==> config.mk <==
export PLATFORM = sky130hd
export DESIGN_NAME = multicycle_control_flat
export DESIGN_NICKNAME = d
export VERILOG_FILES = /design/src/rtl/multicycle_control_pkg.sv /design/src/rtl/multicycle_control_if.sv /design/src/rtl/multicycle_control_instr_class_decode.sv /design/src/rtl/multicycle_control.sv /design/src/flat_wrapper.sv
export SDC_FILE = /design/constraint.sdc
export NUM_CORES = 1
export LEC_CHECK = 0
export ABC_AREA = 1
export BUFFER_PORTS_ARGS = -buffer_cell sky130_fd_sc_hd__buf_2
export CORE_MARGIN = 2
export CORE_UTILIZATION = 45
export DETAILED_ROUTE_END_ITERATION = 10
export GPL_TIMING_DRIVEN = 0
export HOLD_SLACK_MARGIN = 0.05
export PLACE_DENSITY = 0.72
export SKIP_CTS_REPAIR_TIMING = 1
export SLEW_MARGIN = 20
export SYNTH_ARGS = -nofsm -noshare
export SYNTH_HDL_FRONTEND = slang
export SYNTH_SLANG_ARGS = --single-unit
==> constraint.sdc <==
create_clock -name clk -period 3.8 [get_ports clk]
set_clock_uncertainty 0.1 [all_clocks]
set_input_delay 0.76 -clock clk [delete_from_list [all_inputs] [get_ports clk]]
set_output_delay 0.76 -clock clk [all_outputs]
set_load 0.01 [all_outputs]
==> src/rtl/multicycle_control_pkg.sv <==
// Shared constants and state encoding for the multi-cycle control sequencer.
package multicycle_pkg;

    localparam int unsigned OPC_W    = 2;
    localparam int unsigned F2_W     = 2;
    localparam int unsigned ALU_OP_W = 2;
    localparam int unsigned STATE_W  = 3;

    localparam logic [OPC_W-1:0] OP_R = 2'b00;
    localparam logic [OPC_W-1:0] OP_I = 2'b01;
    localparam logic [OPC_W-1:0] OP_S = 2'b10;
    localparam logic [OPC_W-1:0] OP_B = 2'b11;

    localparam logic [F2_W-1:0] F2_LOAD  = 2'b01;
    localparam logic [F2_W-1:0] F2_STORE = 2'b00;

    typedef enum logic [STATE_W-1:0] {
        S_FETCH     = 3'd0,
        S_DECODE    = 3'd1,
        S_EXECUTE   = 3'd2,
        S_MEM       = 3'd3,
        S_WRITEBACK = 3'd4,
        S_FAULT     = 3'd5
    } state_t;

endpackage

==> src/rtl/multicycle_control_if.sv <==
// Controller <-> datapath/memory bundle.
//   master: the sequencer (drives enables/selects, reads instr/ready/branch).
//   slave : the datapath/memory side.
interface multicycle_control_if #(
    parameter int unsigned INSTR_W = 16
);
    logic [INSTR_W-1:0]                 instr_in;
    logic                               mem_ready;
    logic                               branch_taken;
    logic                               mem_req;
    logic                               mem_write;
    logic                               addr_sel;
    logic                               ir_write;
    logic                               pc_write;
    logic                               pc_src;
    logic                               alu_src;
    logic [multicycle_pkg::ALU_OP_W-1:0] alu_op;
    logic                               reg_write;
    logic                               mem_to_reg;
    logic                               fault;
    logic [multicycle_pkg::STATE_W-1:0]  state;

    modport master (
        input  instr_in, mem_ready, branch_taken,
        output mem_req, mem_write, addr_sel, ir_write, pc_write, pc_src,
               alu_src, alu_op, reg_write, mem_to_reg, fault, state
    );

    modport slave (
        output instr_in, mem_ready, branch_taken,
        input  mem_req, mem_write, addr_sel, ir_write, pc_write, pc_src,
               alu_src, alu_op, reg_write, mem_to_reg, fault, state
    );
endinterface

==> src/rtl/multicycle_control_instr_class_decode.sv <==
// Combinational instruction-class decode of the latched opcode/funct2.
// Ports: i_opcode, i_funct2 in; o_is_* class flags, o_alu_src, o_alu_op out.
module instr_class_decode
    import multicycle_pkg::*;
(
    input  logic [OPC_W-1:0]    i_opcode,
    input  logic [F2_W-1:0]     i_funct2,
    output logic                o_is_rtype,
    output logic                o_is_load,
    output logic                o_is_itype,
    output logic                o_is_store,
    output logic                o_is_branch,
    output logic                o_alu_src,
    output logic [ALU_OP_W-1:0] o_alu_op
);
    always_comb begin
        o_is_rtype  = (i_opcode == OP_R);
        o_is_load   = (i_opcode == OP_I) && (i_funct2 == F2_LOAD);
        o_is_itype  = (i_opcode == OP_I) && (i_funct2 != F2_LOAD);
        o_is_store  = (i_opcode == OP_S) && (i_funct2 == F2_STORE);
        o_is_branch = (i_opcode == OP_B);
        o_alu_src   = (i_opcode == OP_I) || (i_opcode == OP_S);
        // Loads compute an address, so force ADD regardless of funct2.
        o_alu_op    = o_is_load ? ALU_OP_W'(0) : ALU_OP_W'(i_funct2);
    end
endmodule

==> src/rtl/multicycle_control.sv <==
// Multi-cycle sequencer: FETCH/DECODE/EXECUTE/MEM/WRITEBACK over one shared
// memory port, with a request timeout watchdog that parks in FAULT.
// Ports: clk, rst (sync, active-high); bus (master modport) carries the
// instruction/ready/branch inputs and all datapath control outputs.
module multicycle_control
    import multicycle_pkg::*;
#(
    parameter int unsigned INSTR_W     = 16,
    parameter int unsigned MEM_TIMEOUT = 16,
    parameter int unsigned TO_W        = 8
) (
    input  logic                 clk,
    input  logic                 rst,
    multicycle_control_if.master bus
);
    state_t                r_state;
    state_t                w_next;
    logic [OPC_W-1:0]      r_opcode;
    logic [F2_W-1:0]       r_funct2;
    logic [TO_W-1:0]       r_cnt;
    logic                  r_fault;

    logic                  w_is_rtype, w_is_load, w_is_itype, w_is_store, w_is_branch;
    logic                  w_dec_alu_src;
    logic [ALU_OP_W-1:0]   w_dec_alu_op;
    logic                  w_to_hit;
    logic                  w_unused_instr;

    logic                  w_mem_req, w_mem_write, w_addr_sel, w_ir_write, w_pc_write;
    logic                  w_pc_src, w_alu_src, w_reg_write, w_mem_to_reg;
    logic [ALU_OP_W-1:0]   w_alu_op;

    assign w_unused_instr = ^{bus.instr_in[INSTR_W-1:8], bus.instr_in[5:2]};

    instr_class_decode u_dec (
        .i_opcode    (r_opcode),
        .i_funct2    (r_funct2),
        .o_is_rtype  (w_is_rtype),
        .o_is_load   (w_is_load),
        .o_is_itype  (w_is_itype),
        .o_is_store  (w_is_store),
        .o_is_branch (w_is_branch),
        .o_alu_src   (w_dec_alu_src),
        .o_alu_op    (w_dec_alu_op)
    );

    // Last allowed wait cycle of a request.
    assign w_to_hit = (r_cnt == TO_W'(MEM_TIMEOUT - 1));

    // Next-state and control decode.
    always_comb begin
        w_next       = r_state;
        w_mem_req    = 1'b0;
        w_mem_write  = 1'b0;
        w_addr_sel   = 1'b0;
        w_ir_write   = 1'b0;
        w_pc_write   = 1'b0;
        w_pc_src     = 1'b0;
        w_alu_src    = 1'b0;
        w_alu_op     = '0;
        w_reg_write  = 1'b0;
        w_mem_to_reg = 1'b0;
        case (r_state)
            S_FETCH: begin
                w_mem_req = 1'b1;
                if (bus.mem_ready) begin
                    w_ir_write = 1'b1;
                    w_pc_write = 1'b1;
                    w_next     = S_DECODE;
                end else if (w_to_hit) begin
                    w_next = S_FAULT;
                end
            end
            S_DECODE: w_next = S_EXECUTE;
            S_EXECUTE: begin
                w_alu_src = w_dec_alu_src;
                w_alu_op  = w_dec_alu_op;
                if (w_is_rtype || w_is_itype) begin
                    w_next = S_WRITEBACK;
                end else if (w_is_load || w_is_store) begin
                    w_next = S_MEM;
                end else begin
                    // Branch resolves here; other S-type funct2 values are no-ops.
                    w_pc_write = w_is_branch && bus.branch_taken;
                    w_pc_src   = w_is_branch && bus.branch_taken;
                    w_next     = S_FETCH;
                end
            end
            S_MEM: begin
                w_mem_req   = 1'b1;
                w_addr_sel  = 1'b1;
                w_mem_write = w_is_store;
                w_alu_src   = w_dec_alu_src;
                w_alu_op    = w_dec_alu_op;
                if (bus.mem_ready) begin
                    w_next = w_is_load ? S_WRITEBACK : S_FETCH;
                end else if (w_to_hit) begin
                    w_next = S_FAULT;
                end
            end
            S_WRITEBACK: begin
                w_reg_write  = 1'b1;
                w_mem_to_reg = w_is_load;
                w_next       = S_FETCH;
            end
            S_FAULT: w_next = S_FAULT;
            default: w_next = S_FAULT;
        endcase
    end

    // State, latched instruction class, watchdog counter and sticky fault.
    always_ff @(posedge clk) begin
        if (rst) begin
            r_state  <= S_FETCH;
            r_opcode <= '0;
            r_funct2 <= '0;
            r_cnt    <= '0;
            r_fault  <= 1'b0;
        end else begin
            r_state <= w_next;
            if (w_ir_write) begin
                r_opcode <= bus.instr_in[1:0];
                r_funct2 <= bus.instr_in[7:6];
            end
            if (w_next != r_state) begin
                r_cnt <= '0;
            end else if ((r_state == S_FETCH || r_state == S_MEM) && !bus.mem_ready) begin
                r_cnt <= r_cnt + TO_W'(1);
            end
            if (w_next == S_FAULT) begin
                r_fault <= 1'b1;
            end
        end
    end

    // Reset forces every output low immediately.
    assign bus.mem_req    = w_mem_req    & ~rst;
    assign bus.mem_write  = w_mem_write  & ~rst;
    assign bus.addr_sel   = w_addr_sel   & ~rst;
    assign bus.ir_write   = w_ir_write   & ~rst;
    assign bus.pc_write   = w_pc_write   & ~rst;
    assign bus.pc_src     = w_pc_src     & ~rst;
    assign bus.alu_src    = w_alu_src    & ~rst;
    assign bus.alu_op     = rst ? '0 : w_alu_op;
    assign bus.reg_write  = w_reg_write  & ~rst;
    assign bus.mem_to_reg = w_mem_to_reg & ~rst;
    assign bus.fault      = r_fault      & ~rst;
    assign bus.state      = rst ? '0 : STATE_W'(r_state);
endmodule

==> src/flat_wrapper.sv <==
// flat-port wrapper written by rule: the top's interface ports become plain ports
module multicycle_control_flat import multicycle_pkg::*;
#(
    parameter int unsigned INSTR_W     = 16,
    parameter int unsigned MEM_TIMEOUT = 16,
    parameter int unsigned TO_W        = 8
)
  (clk, rst, bus_instr_in, bus_mem_ready, bus_branch_taken, bus_mem_req, bus_mem_write, bus_addr_sel, bus_ir_write, bus_pc_write, bus_pc_src, bus_alu_src, bus_alu_op, bus_reg_write, bus_mem_to_reg, bus_fault, bus_state);
  multicycle_control_if #(.INSTR_W(INSTR_W)) bus_i ();
  input  logic clk;
  input  logic rst;
  input wire logic [$bits(bus_i.instr_in)-1:0] bus_instr_in;
  input wire logic [$bits(bus_i.mem_ready)-1:0] bus_mem_ready;
  input wire logic [$bits(bus_i.branch_taken)-1:0] bus_branch_taken;
  output wire logic [$bits(bus_i.mem_req)-1:0] bus_mem_req;
  output wire logic [$bits(bus_i.mem_write)-1:0] bus_mem_write;
  output wire logic [$bits(bus_i.addr_sel)-1:0] bus_addr_sel;
  output wire logic [$bits(bus_i.ir_write)-1:0] bus_ir_write;
  output wire logic [$bits(bus_i.pc_write)-1:0] bus_pc_write;
  output wire logic [$bits(bus_i.pc_src)-1:0] bus_pc_src;
  output wire logic [$bits(bus_i.alu_src)-1:0] bus_alu_src;
  output wire logic [$bits(bus_i.alu_op)-1:0] bus_alu_op;
  output wire logic [$bits(bus_i.reg_write)-1:0] bus_reg_write;
  output wire logic [$bits(bus_i.mem_to_reg)-1:0] bus_mem_to_reg;
  output wire logic [$bits(bus_i.fault)-1:0] bus_fault;
  output wire logic [$bits(bus_i.state)-1:0] bus_state;
  assign bus_i.instr_in = bus_instr_in;
  assign bus_i.mem_ready = bus_mem_ready;
  assign bus_i.branch_taken = bus_branch_taken;
  assign bus_mem_req = bus_i.mem_req;
  assign bus_mem_write = bus_i.mem_write;
  assign bus_addr_sel = bus_i.addr_sel;
  assign bus_ir_write = bus_i.ir_write;
  assign bus_pc_write = bus_i.pc_write;
  assign bus_pc_src = bus_i.pc_src;
  assign bus_alu_src = bus_i.alu_src;
  assign bus_alu_op = bus_i.alu_op;
  assign bus_reg_write = bus_i.reg_write;
  assign bus_mem_to_reg = bus_i.mem_to_reg;
  assign bus_fault = bus_i.fault;
  assign bus_state = bus_i.state;
  multicycle_control #(.INSTR_W(INSTR_W), .MEM_TIMEOUT(MEM_TIMEOUT), .TO_W(TO_W)) u_core (.clk(clk), .rst(rst), .bus(bus_i));
endmodule
Yosys cells after proc, flatten, opt, wreduce, memory -nomap -nowiden. Cells that the tools add are included.

Word-level logic and storage cells: 68. Output and inout bits: 15. Register bits after elaboration: 16.

Muxes and demuxes: 23. $add $sub $neg: 1. Equal/unequal tests: 12. Reduce and logical (&&, ||, !) cells: 16. Bitwise operators: 11.

Operator list (number): 2-to-1 mux 3 bit (6); one-hot mux 3 bit (5 select lines) (1); 2-to-1 mux 1 bit (11); AND 1 bit (10); adder 8 x 1 -> 8 bit, second input constant (1); equality test 8 x 4 -> 1 bit, second input constant (1); 2-to-1 mux 2 bit (4); equality test 3 x 2 -> 1 bit, second input constant (2); equality test 3 bit, second input constant (2); OR reduction 2 bit (3); logical AND 1 bit (5); equality test 2 x 1 -> 1 bit, second input constant (2); equality test 2 bit, second input constant (2); logical NOT 2 bit (2); logical OR 1 bit (4); equality test 3 x 1 -> 1 bit, second input constant (1); logical NOT 3 bit (1); != test 3 bit (1); != test 2 x 1 -> 1 bit, second input constant (1); one-hot mux 1 bit (2 select lines) (1); logical NOT 1 bit (1); inverter 1 bit (1).

Logic depth before layout (Yosys ltp). Gate-level depths: netlist (run 1).

Depth in word-level cells: 8. Gate-level depth with buffers: 11.

By module. From an unflattened synthesis (run 1), not the netlist that was laid out.

Cell total of the unflattened synthesis: 169. Area, all modules: 1089.8 µm².

By module, submodules not included: multicycle_control (sequential area each 320.3 µm², instances 1, cells an instance 153, area each 988.4 µm²); instr_class_decode (sequential area each 0.0 µm², instances 1, cells an instance 16, area each 101.3 µm²).

Worst setup path after synthesis (run 1). No wires, ideal clock.

Kind: input to output. Start point: input port rst. End point: output port bus_alu_op[0]. Path buffers: 1. Stages: 4. Slack: 1505 ps. Data arrival time: 1435 ps. Path through: clkbuf_1 > inv_1 > nand2_1 > nor3b_1.

Longest elaborated chain between the ends: 1.

Ends and longest elaborated chain: start: declaration (line flat_wrapper.sv:11) `input logic rst;`; 2-to-1 mux 2 bit (line multicycle_control.sv:144) `assign bus.alu_op = rst ? '0 : w_alu_op;`; end: declaration (line flat_wrapper.sv:22) `output wire logic [$bits(bus_i.alu_op)-1:0] bus_alu_op;`.

No other way between the ends.

Worst setup path after layout (run 1).
Start point: register u_core.r_opcode[1]. End point: output port bus_pc_write.

Longest elaborated chain between the ends: 7.

Ends and longest elaborated chain: start: declaration (line multicycle_control.sv:18) `logic [OPC_W-1:0] r_opcode;`; start signal: assignment (line multicycle_control.sv:122) `r_opcode <= bus.instr_in[1:0];`; equality test 2 x 1 -> 1 bit / equality test 2 bit (equally long branches) (line multicycle_control_instr_class_decode.sv:18, multicycle_control_instr_class_decode.sv:19, multicycle_control_instr_class_decode.sv:20); logical AND 1 bit, on equally long branches (line multicycle_control_instr_class_decode.sv:18, multicycle_control_instr_class_decode.sv:20); logical OR 1 bit (line multicycle_control.sv:80) `end else if (w_is_load || w_is_store) begin`; 2-to-1 mux 1 bit (line multicycle_control.sv:80); 2-to-1 mux 1 bit (*) (line multicycle_control.sv:78) `if (w_is_rtype || w_is_itype) begin`; one-hot mux 1 bit (2 select lines) (*) (line multicycle_control.sv:63) `case (r_state)`; AND 1 bit (*) (line multicycle_control.sv:141) `assign bus.pc_write = w_pc_write & ~rst;`; end: declaration (line flat_wrapper.sv:19) `output wire logic [$bits(bus_i.pc_write)-1:0] bus_pc_write;`.

Every way passes the cells marked *; elsewhere a longest branch is shown, timed or not.

==> run_results.csv, run 1 <==
group,metric,value,unit
outcome,status,"finished clean",
drt,ant_nets,0,
yosys,yosys.area.top_type,"dfxtp_1",
clock_network,cts-htree-levels,1,
critical_path,rr_startpoint,"u_core.r_opcode[1]$_SDFFE_PP0P_",
critical_path,crit_fanout,4,
power_and_ir_drop,p_per_area,353,nW/um^2
finish,nNetsFinal,209,
yosys,synth.distinct_cells,26,
yosys,synth_ff_type,"dfxtp_1",
yosys,syn-cell-area,1130,sq um
floorplan,row_count,18,
yosys,syn_area_per_cell,7.15,sq um
grt,grt_pass1_wl,4040,um
hold_path,hold_class,"reg2reg",
placement,globalplace.congestion,0.813,
run,drv_cap,0,
sta,drv_slew,0,
sta,fin_crit_sh,67.3,%
power_and_ir_drop,vdd_drop_max,0.302,mV
drt,routed_wl,2480,um
floorplan,ioPinCount,35,
critical_path,cp-startpoint,"u_core.r_opcode[1]$_SDFFE_PP0P_",
floorplan,die_y,54.1,um
clock_network,cts_tree,"built",
power_and_ir_drop,p_leak,0.584,nW
placement,place.port_buffers,21,
clock_network,worstSkewPairLatency,0.29,ns
placement,dpl.hpwl,1910,um
clock_network,clk_pin_slew,0.09,ns
yosys,async_reset_ff_share,0,%
critical_path,r2r_slack,1.96,ns
yosys,yosysSeqAreaShare,28.3,%
clock_network,clock_sinks,16,
critical_path,r2r_end,"u_core.r_cnt[7]$_SDFFE_PP0P_",
grt,grt_pass1_vias,968,
clock_network,clock_path_buffers,2,
sta,setup_violations,0,
drt,first_iter_violations,18,
floorplan,core_area,2430,sq um
yosys,syn_nets,183,
grt,grt_max_degree,11,
yosys,synth_edf_count,0,
drt,viasPerCell,5.00,
yosys,synth_cells,158,
critical_path,rr_worst_depth,8,
critical_path,crit_type,"reg2out",
sta,hold_viol_final,0,
yosys,ys_ff_latch,16,
yosys,yosys.area.top_type_share,28.3,%
grt,antenna_found_initial,0,
critical_path,start_kind,"flip-flop",
critical_path,required,2.94,ns
floorplan,die_x,54.1,um
finish,syn2layout_area_growth,14.6,%
finish,antenna_cells,0,
yosys,ys_warn_count,0,
critical_path,endpoint_kind,"output port",
yosys,yosys-top-cells-area,"dfxtp_1 (28%), nor3_2 (8.0%), nor2_1 (8.0%), nand2_1 (7.3%), inv_1 (6.6%)",
drt,route.detailed.drc,0,
sta,layout_min_cycle_time,2.56,ns
drt,drt-wirelength-per-cell,11.7,um
finish,drive_above_1_share,26.9,%
clock_network,cts_buffers,3,
sta,maxSlewHeadroom,72.2,%
critical_path,arrival,1.70,ns
drt,routed-via-count,1060,
floorplan,initial_core_util,46.5,%
sta,fin_setup_tns,0,ns
power_and_ir_drop,total_power,0.457,mW
floorplan,die_area,2930,sq um
critical_path,worstSetupEndpoint,"bus_pc_write",
grt,gr-total-overflow,0,
sta,max_slew.worst_pin.slew,0.417,ns
grt,globalRouteTotalUtil,19.5,%
clock_network,clockRootBuffer,"clkbuf_4",
finish,fin_util,53.2,%
sta,rsz0062_at_grt,"no",
sta,max_clock_freq,0.391,GHz
drt,dr.pass1.iters,4,
cells in the final DEF (no fill, tap or decap), types with 4 or more instances in the layout:
| master | count |
|---|---|
| buf_2 | 21 |
| nor3_1 | 6 |
| dfxtp_1 | 16 |
| nor2_1 | 24 |
| nand4_1 | 4 |
| a21oi_1 | 8 |
| o21ai_0 | 9 |
| inv_1 | 20 |
| nand3_1 | 9 |
| nor3_2 | 9 |
| nand2_2 | 4 |
| ha_1 | 5 |
| xnor2_1 | 4 |
| nand2_1 | 22 |
state kept, by name, indices dropped and copies added, names as in the netlist:
register	cells
u_core.r_cnt	8
u_core.r_state	3
u_core.r_funct2	2
u_core.r_opcode	2
u_core.r_fault	1
logic make-up (layout without fill, tap and decap cells):
logic type / Yosys count / count (layout) / share of synthesized area, %
buffers and inverters: 25 / 49 / 9.19
xor gates and xnor gates: 5 / 5 / 3.88
DFF: 16 / 16 / 28.4
AOI/OAI and AO/OA: 19 / 19 / 8.75
and+or+nand+nor: 88 / 88 / 44.3
adders and majority gates: 5 / 5 / 5.54
worst min path at each step:
stage	start	end	cells past startpoint	slack [ns]
after floorplan	u_core.r_fault$_SDFFE_PP0N_	u_core.r_fault$_SDFFE_PP0N_	2	0.35
after global placement	u_core.r_fault$_SDFFE_PP0N_	u_core.r_fault$_SDFFE_PP0N_	2	0.37
after detailed placement	u_core.r_fault$_SDFFE_PP0N_	u_core.r_fault$_SDFFE_PP0N_	2	0.37
after CTS	u_core.r_fault$_SDFFE_PP0N_	u_core.r_fault$_SDFFE_PP0N_	2	0.39
after global routing	u_core.r_fault$_SDFFE_PP0N_	u_core.r_fault$_SDFFE_PP0N_	2	0.40
final	u_core.r_fault$_SDFFE_PP0N_	u_core.r_fault$_SDFFE_PP0N_	2	0.39
metrics by stage:
stage          instance area, sq um  setup slack (ns)  std cells  hold WS, ns
2_1_floorplan                  1130              1.51        158        0.352
4_1_cts                        1290              1.24        212        0.388
3_5_place_dp                   1270              1.26        209        0.370
6_report                       1290              1.24        212        0.393
5_1_grt                        1290              1.08        212        0.401
3_3_place_gp                   1270              1.29        209        0.368
cell type report:
| cell class | count | area [sq um] |
|---|---|---|
| fillers | 244 | 1140 |
| multi-input cells | 117 | 706 |
| flip-flops and latches | 16 | 320 |
| repair buffers | 21 | 105 |
| inverters | 22 | 85.1 |
| well taps | 30 | 37.5 |
| clock buffers | 3 | 22.5 |
| plain buffers | 3 | 18.8 |
power by group:
part / total (mW) / switching [mW] / internal [mW]
combinational: 0.169 / 0.116 / 0.0531
sequential: 0.196 / 0.0150 / 0.181
clock: 0.0922 / 0.0553 / 0.0369
total: 0.457 / 0.186 / 0.271
critical path, stage by stage (launching register included):
cell     delay [ns]
dfxtp_1        0.37
inv_1          0.08
ha_1           0.22
nand3_1        0.14
nand2_1        0.10
nor2_1         0.10
nand3_1        0.10
o21ai_0        0.15
buf_2          0.15
cell usage after synthesis (2+ instances only):
master / n
ha_1: 5
nand2_1: 22
nand4_1: 4
nand3_2: 3
xnor2_1: 4
nand3_4: 2
nor2_1: 24
nand3_1: 9
inv_1: 20
o21ai_0: 9
dfxtp_1: 16
clkbuf_1: 2
a21oi_1: 8
nor3_1: 6
nand2_4: 2
nand2_2: 4
nor3_2: 9
metal layers:
| metal | global-route usage, % | routed length, um | vias up |
|---|---|---|---|
| met5 | 0 | 0 | - |
| met2 | 33.5 | 1190 | 25 |
| met1 | 23.3 | 1150 | 471 |
| met3 | 6.39 | 127 | 2 |
| met4 | 5.00 | 20 | 0 |
| li1 | - | - | 562 |
Note: power is estimated with default switching activity, not from simulation.
==> run 2, diff against run 1 <==
--- a/config.mk
+++ b/config.mk
@@ -12,7 +12,7 @@
 export DETAILED_ROUTE_END_ITERATION = 10
 export GPL_TIMING_DRIVEN = 0
 export HOLD_SLACK_MARGIN = 0.05
-export PLACE_DENSITY = 0.72
+export PLACE_DENSITY = 0.74
 export SKIP_CTS_REPAIR_TIMING = 1
 export SLEW_MARGIN = 20
 export SYNTH_ARGS = -nofsm -noshare
==> constraint.sdc (replaced) <==
create_clock -name clk -period 2.3 [get_ports clk]
set_clock_uncertainty 0.1 [all_clocks]
set_input_delay 0.46 -clock clk [delete_from_list [all_inputs] [get_ports clk]]
set_output_delay 0.46 -clock clk [all_outputs]
set_load 0.01 [all_outputs]
==> run 2 against run 1 <==
  * Final cell count is 0.47% higher
  * Register-to-register slack worse by 1.5 ns
  * Largest cell class unchanged
  * Critical endpoint unchanged
  * Non-clock buffer count is the same
  * Setup slack worse by 1.1 ns
  * Combinational power up 64%
  * Die area unchanged
  * Clock-buffer cell count is 1 higher
  * Critical path depth is the same
==> run_results.csv, run 2 (synthesized netlist as in run 1, its figures left out) <==
group,metric,value,unit
grt,globalRouteTotalUtil,19.3,%
floorplan,die_area,2930,sq um
outcome,status,"finished clean",
power_and_ir_drop,vdd_drop_max,0.351,mV
drt,routed-via-count,1107,
drt,dr.pass1.iters,5,
grt,antenna_found_initial,0,
hold_path,hold_class,"in2reg",
clock_network,clockRootBuffer,"clkbuf_4",
sta,max_slew.worst_pin.slew,0.419,ns
critical_path,cp_cell_sequence,"inv_1 -> ha_1 -> nand3_1 -> nand2_1 -> nor2_1 -> nand3_1 -> o21ai_1 -> buf_2",
floorplan,die_y,54.1,um
sta,hold_viol_final,0,
finish,drive_above_1_share,27.9,%
critical_path,timing.critical_path.mode_cell,"nand3_1",
drt,route.detailed.drc,0,
floorplan,initial_core_util,46.5,%
clock_network,cts_buffers,3,
critical_path,crit_type,"reg2out",
drt,ant_nets,0,
drt,drt-wirelength-per-cell,11.6,um
power_and_ir_drop,p_leak,0.592,nW
drt,wl_met1,1130,um
clock_network,cts-htree-levels,1,
sta,max_clock_freq,0.457,GHz
sta,layout_min_cycle_time,2.19,ns
clock_network,worstSkewPairLatency,0.29,ns
hold_path,hold_start,"bus_instr_in[6]",
finish,n_fill_cell,250,
finish,fin_util,53.9,%
clock_network,clock_path_buffers,2,
critical_path,cp_num_buf_inv,2,
power_and_ir_drop,p_per_area,606,nW/um^2
sta,maxSlewHeadroom,72.0,%
drt,highest_layer,"met4",
critical_path,cp-startpoint,"u_core.r_opcode[1]$_SDFFE_PP0P_",
critical_path,required,1.74,ns
drt,first_iter_violations,48,
finish,final_cell_mix,"nor2_1 (24), nand2_1 (22), buf_2 (21)",
critical_path,arrival,1.63,ns
clock_network,clock_sinks,16,
finish,largest_reg_flops,8,
critical_path,rr_startpoint,"u_core.r_cnt[0]$_SDFFE_PP0P_",
critical_path,critPathTopFamily,"simple AND/OR/NAND/NOR gates",
clock_network,clk_pin_slew,0.09,ns
grt,grt_pass1_vias,983,
placement,dpl.hpwl,1890,um
finish,largest_registers,"u_core.r_cnt x8, u_core.r_state x3",
sta,fin_crit_sh,95.2,%
critical_path,crit_path_top_delay_cell,"dfxtp_2",
finish,layout_commonest_cell,"nor2_1",
sta,rsz0062_at_grt,"no",
finish,antenna_cells,0,
critical_path,max_stage_delay,0.35,ns
floorplan,ioPinCount,35,
drt,routed_wl,2460,um
power_and_ir_drop,total_power,0.793,mW
drt,viasPerCell,5.20,
finish,nNetsFinal,209,
clock_network,cts_tree,"built",
critical_path,crit_fanout,4,
drt,met2_length,1160,um
floorplan,core_area,2430,sq um
grt,gr-total-overflow,0,
grt,grt_pass1_wl,4130,um
placement,globalplace.congestion,0.880,
critical_path,endpoint_kind,"output port",
sta,fin_setup_tns,0,ns
grt,grt_max_degree,11,
sta,drv_slew,0,
sta,setup_violations,0,
floorplan,die_x,54.1,um
critical_path,start_kind,"flip-flop",
placement,place.port_buffers,21,
finish,regMostFlops,"u_core.r_cnt",
run,drv_cap,0,
floorplan,row_count,18,
finish,syn2layout_area_growth,15.9,%
drt,wl_met3,126,um
[run 2: final cells by class]
cell class | count | area [sq um] | area share [%]
flip-flops and latches | 16 | 322 | 24.5
plain buffers | 3 | 18.8 | 1.43
multi-input cells | 117 | 706 | 53.9
well taps | 30 | 37.5 | 2.87
inverters | 22 | 85.1 | 6.49
repair buffers | 21 | 105 | 8.02
clock buffers | 4 | 36.3 | 2.77
[run 2: worst reg2reg max path, stage by stage (launching register included)]
cell and delay, ns:
dfxtp_1 0.38, ha_1 0.19, nand3_1 0.19, o21ai_0 0.26, nand2_1 0.11, nand3_1 0.12
nand2_1 0.10, nand3_4 0.18, nor3_2 0.06
[run 2: path summary, 6_finish.rpt]
kind	end	depth (start not counted)	slack (ns)
max	bus_pc_write	8	0.11
min	u_core.r_funct2[0]$_SDFFE_PP0P_	3	0.32
min reg2reg	u_core.r_fault$_SDFFE_PP0N_	2	0.39
max reg2reg	u_core.r_cnt[1]$_SDFFE_PP0P_	8	0.51
[run 2: per-stage QoR]
step	cells	hold slack [ns]	cell area (sq um)	worst slack [ns]
3_3_place_gp	209	0.373	1270	0.399
4_1_cts	213	0.317	1310	0.0395
6_report	213	0.320	1310	0.110
3_5_place_dp	209	0.374	1270	0.373
5_1_grt	213	0.365	1310	0.00339
2_1_floorplan	158	0.352	1130	0.502
[run 2: power by group]
group	internal, mW	switching [mW]	leakage (nW)
combinational	0.0880	0.190	0.440
clock	0.0964	0.0945	0.0210
sequential	0.300	0.0246	0.131
[run 2: routing by layer]
layer,vias to the layer above,global-route usage [%]
li1,570,-
met1,495,23.3
met2,38,32.3
met3,4,3.33
met4,0,10.4
met5,-,0
==> run 3, diff against run 2 <==
--- a/config.mk
+++ b/config.mk
@@ -12,7 +12,8 @@
 export DETAILED_ROUTE_END_ITERATION = 10
 export GPL_TIMING_DRIVEN = 0
 export HOLD_SLACK_MARGIN = 0.05
-export PLACE_DENSITY = 0.74
+export PLACE_DENSITY = 0.76
+export SETUP_SLACK_MARGIN = 0.05
 export SKIP_CTS_REPAIR_TIMING = 1
 export SLEW_MARGIN = 20
 export SYNTH_ARGS = -nofsm -noshare
==> constraint.sdc (replaced) <==
create_clock -name clk -period 2.3 [get_ports clk]
set_clock_uncertainty 0.1 [all_clocks]
set_input_delay 0.46 -clock clk [delete_from_list [all_inputs] [get_ports clk]]
set_output_delay 0.46 -clock clk [all_outputs]
set_load 0.1 [all_outputs]
==> run 3 against run 2 <==
  * First-iteration DRC count decreased by 58%
  * Sequential power increased by 2%
  * Combinational power increased by 57%
  * Global-route usage increased by 0.56 points
  * Non-clock buffer count increased by 3
  * Sequential cell count unchanged
  * Fmax decreased by 3.4%
  * Highest routed layer unchanged
==> run_results.csv, run 3 (synthesized netlist as in run 1, its figures left out) <==
group,metric,value,unit
floorplan,core_area,2430,sq um
finish,regMostFlops,"u_core.r_cnt",
critical_path,arrival,1.71,ns
clock_network,clock_sinks,16,
placement,dp_slack,-0.0313,ns
placement,place.port_buffers,21,
drt,viasPerCell,5.08,
finish,drive_above_1_share,45.9,%
drt,ant_nets,0,
grt,use_met1,24.1,%
critical_path,start_kind,"flip-flop",
critical_path,endpoint_kind,"output port",
hold_path,hold_start,"bus_instr_in[6]",
sta,maxSlewHeadroom,67.8,%
sta,worst_slack,0.0317,ns
floorplan,initial_core_util,46.5,%
grt,gr-total-overflow,0,
placement,place_area,1380,sq um
clock_network,clock_path_buffers,2,
sta,layout_min_cycle_time,2.27,ns
hold_path,hold_class,"in2reg",
grt,grt_max_degree,11,
finish,design_area,1540,sq um
drt,route.detailed.drc,0,
finish,largest_reg_flops,8,
floorplan,die_x,54.1,um
floorplan,die_area,2930,sq um
critical_path,crit_fanout,4,
grt,use_met3,2.78,%
drt,first_iter_violations,20,
outcome,status,"finished clean",
drt,routed_wl,2710,um
grt,top_usage_layer,"met2",
grt,use_met2,32.3,%
sta,max_slew.worst_pin.slew,0.487,ns
drt,dr.pass1.iters,4,
drt,drt-wirelength-per-cell,12.6,um
power_and_ir_drop,vdd_drop_max,0.593,mV
run,drv_cap,0,
clock_network,cts-htree-levels,1,
floorplan,die_y,54.1,um
finish,fin_util,63.3,%
drt,routed-via-count,1093,
finish,nNetsFinal,212,
power_and_ir_drop,p_leak,0.644,nW
power_and_ir_drop,total_power,0.922,mW
sta,max_clock_freq,0.441,GHz
sta,hold_viol_final,0,
finish,layout_commonest_cell,"nand2_1",
critical_path,rr_startpoint,"u_core.r_cnt[0]$_SDFFE_PP0P_",
sta,rsz0062_at_grt,"yes",
sta,drv_slew,0,
finish,antenna_cells,0,
grt,antenna_found_initial,0,
critical_path,cp-startpoint,"u_core.r_opcode[1]$_SDFFE_PP0P_",
sta,setup_violations,0,
finish,final_cell_mix,"nand2_1 (20), inv_1 (17), nor2_1 (14)",
clock_network,clockRootBuffer,"clkbuf_4",
grt,grt_pass1_wl,4110,um
placement,globalplace.congestion,0.888,
grt,grt_pass1_vias,997,
finish,syn2layout_area_growth,36.3,%
floorplan,ioPinCount,35,
clock_network,clk_pin_slew,0.10,ns
clock_network,worstSkewPairLatency,0.29,ns
critical_path,cp_cell_sequence,"inv_2 -> ha_4 -> nand3_2 -> nand2_2 -> nor2_2 -> nand3_2 -> o21ai_2 -> buf_12",
sta,fin_crit_sh,98.6,%
clock_network,cts_buffers,3,
critical_path,required,1.74,ns
critical_path,crit_type,"reg2out",
critical_path,crit_path_top_delay_cell,"dfxtp_2",
placement,dpl.hpwl,2000,um
floorplan,row_count,18,
finish,largest_registers,"u_core.r_cnt x8, u_core.r_state x3",
power_and_ir_drop,p_per_area,599,nW/um^2
critical_path,max_stage_delay,0.37,ns
critical_path,timing.critical_path.mode_cell,"nand3_2",
clock_network,cts_tree,"built",
grt,globalRouteTotalUtil,19.8,%
## run 3: where the power goes
group / switching [mW] / total, mW / internal, mW / leakage, nW
Sequential: 0.0297 / 0.331 / 0.302 / 0.132
Combinational: 0.316 / 0.436 / 0.120 / 0.498
Clock: 0.0942 / 0.155 / 0.0610 / 0.0138
## run 3: per-stage QoR
step / hold slack [ns] / setup TNS, ns / std cells
2_1_floorplan: 0.390 / -0.729 / 158
3_3_place_gp: 0.412 / -0.00473 / 209
3_5_place_dp: 0.430 / -0.179 / 209
4_1_cts: 0.317 / -1.14 / 212
5_1_grt: 0.362 / -0.0627 / 215
6_report: 0.333 / 0 / 215
## run 3: worst paths after layout
kind	slack, ns	to	cells past startpoint
worst max register to register	0.55	u_core.r_cnt[2]$_SDFFE_PP0P_	8
worst min register to register	0.42	u_core.r_opcode[1]$_SDFFE_PP0P_	2
worst max-delay path	0.03	bus_pc_write	8
worst min-delay path	0.33	u_core.r_funct2[0]$_SDFFE_PP0P_	3
## run 3: critical path: cells and delay by family, from the launching register on
family	cells	cell delay, ns
AO/OA/AOI/OAI	1	0.22
adder cells (fa/ha/maj)	1	0.17
buffers and inverters	2	0.26
flip-flops	1	0.37
AND/OR/NAND/NOR	4	0.41
## run 3: layout make-up
cell class / count / area (sq um)
buffer: 3 / 23.8
tap: 30 / 37.5
clock buffer: 3 / 22.5
inverter: 22 / 85.1
multi-input combinational: 117 / 865
timing repair buffer: 24 / 179
fill: 214 / 892
sequential: 16 / 328
## run 3: layer usage
layer / vias to the layer above / share of wire [%] / wire length, um
li1: 574 / - / -
met1: 494 / 45 / 1220
met2: 21 / 50 / 1350
met3: 4 / 3.1 / 84
met4: 0 / 1.9 / 51
met5: - / 0 / 0
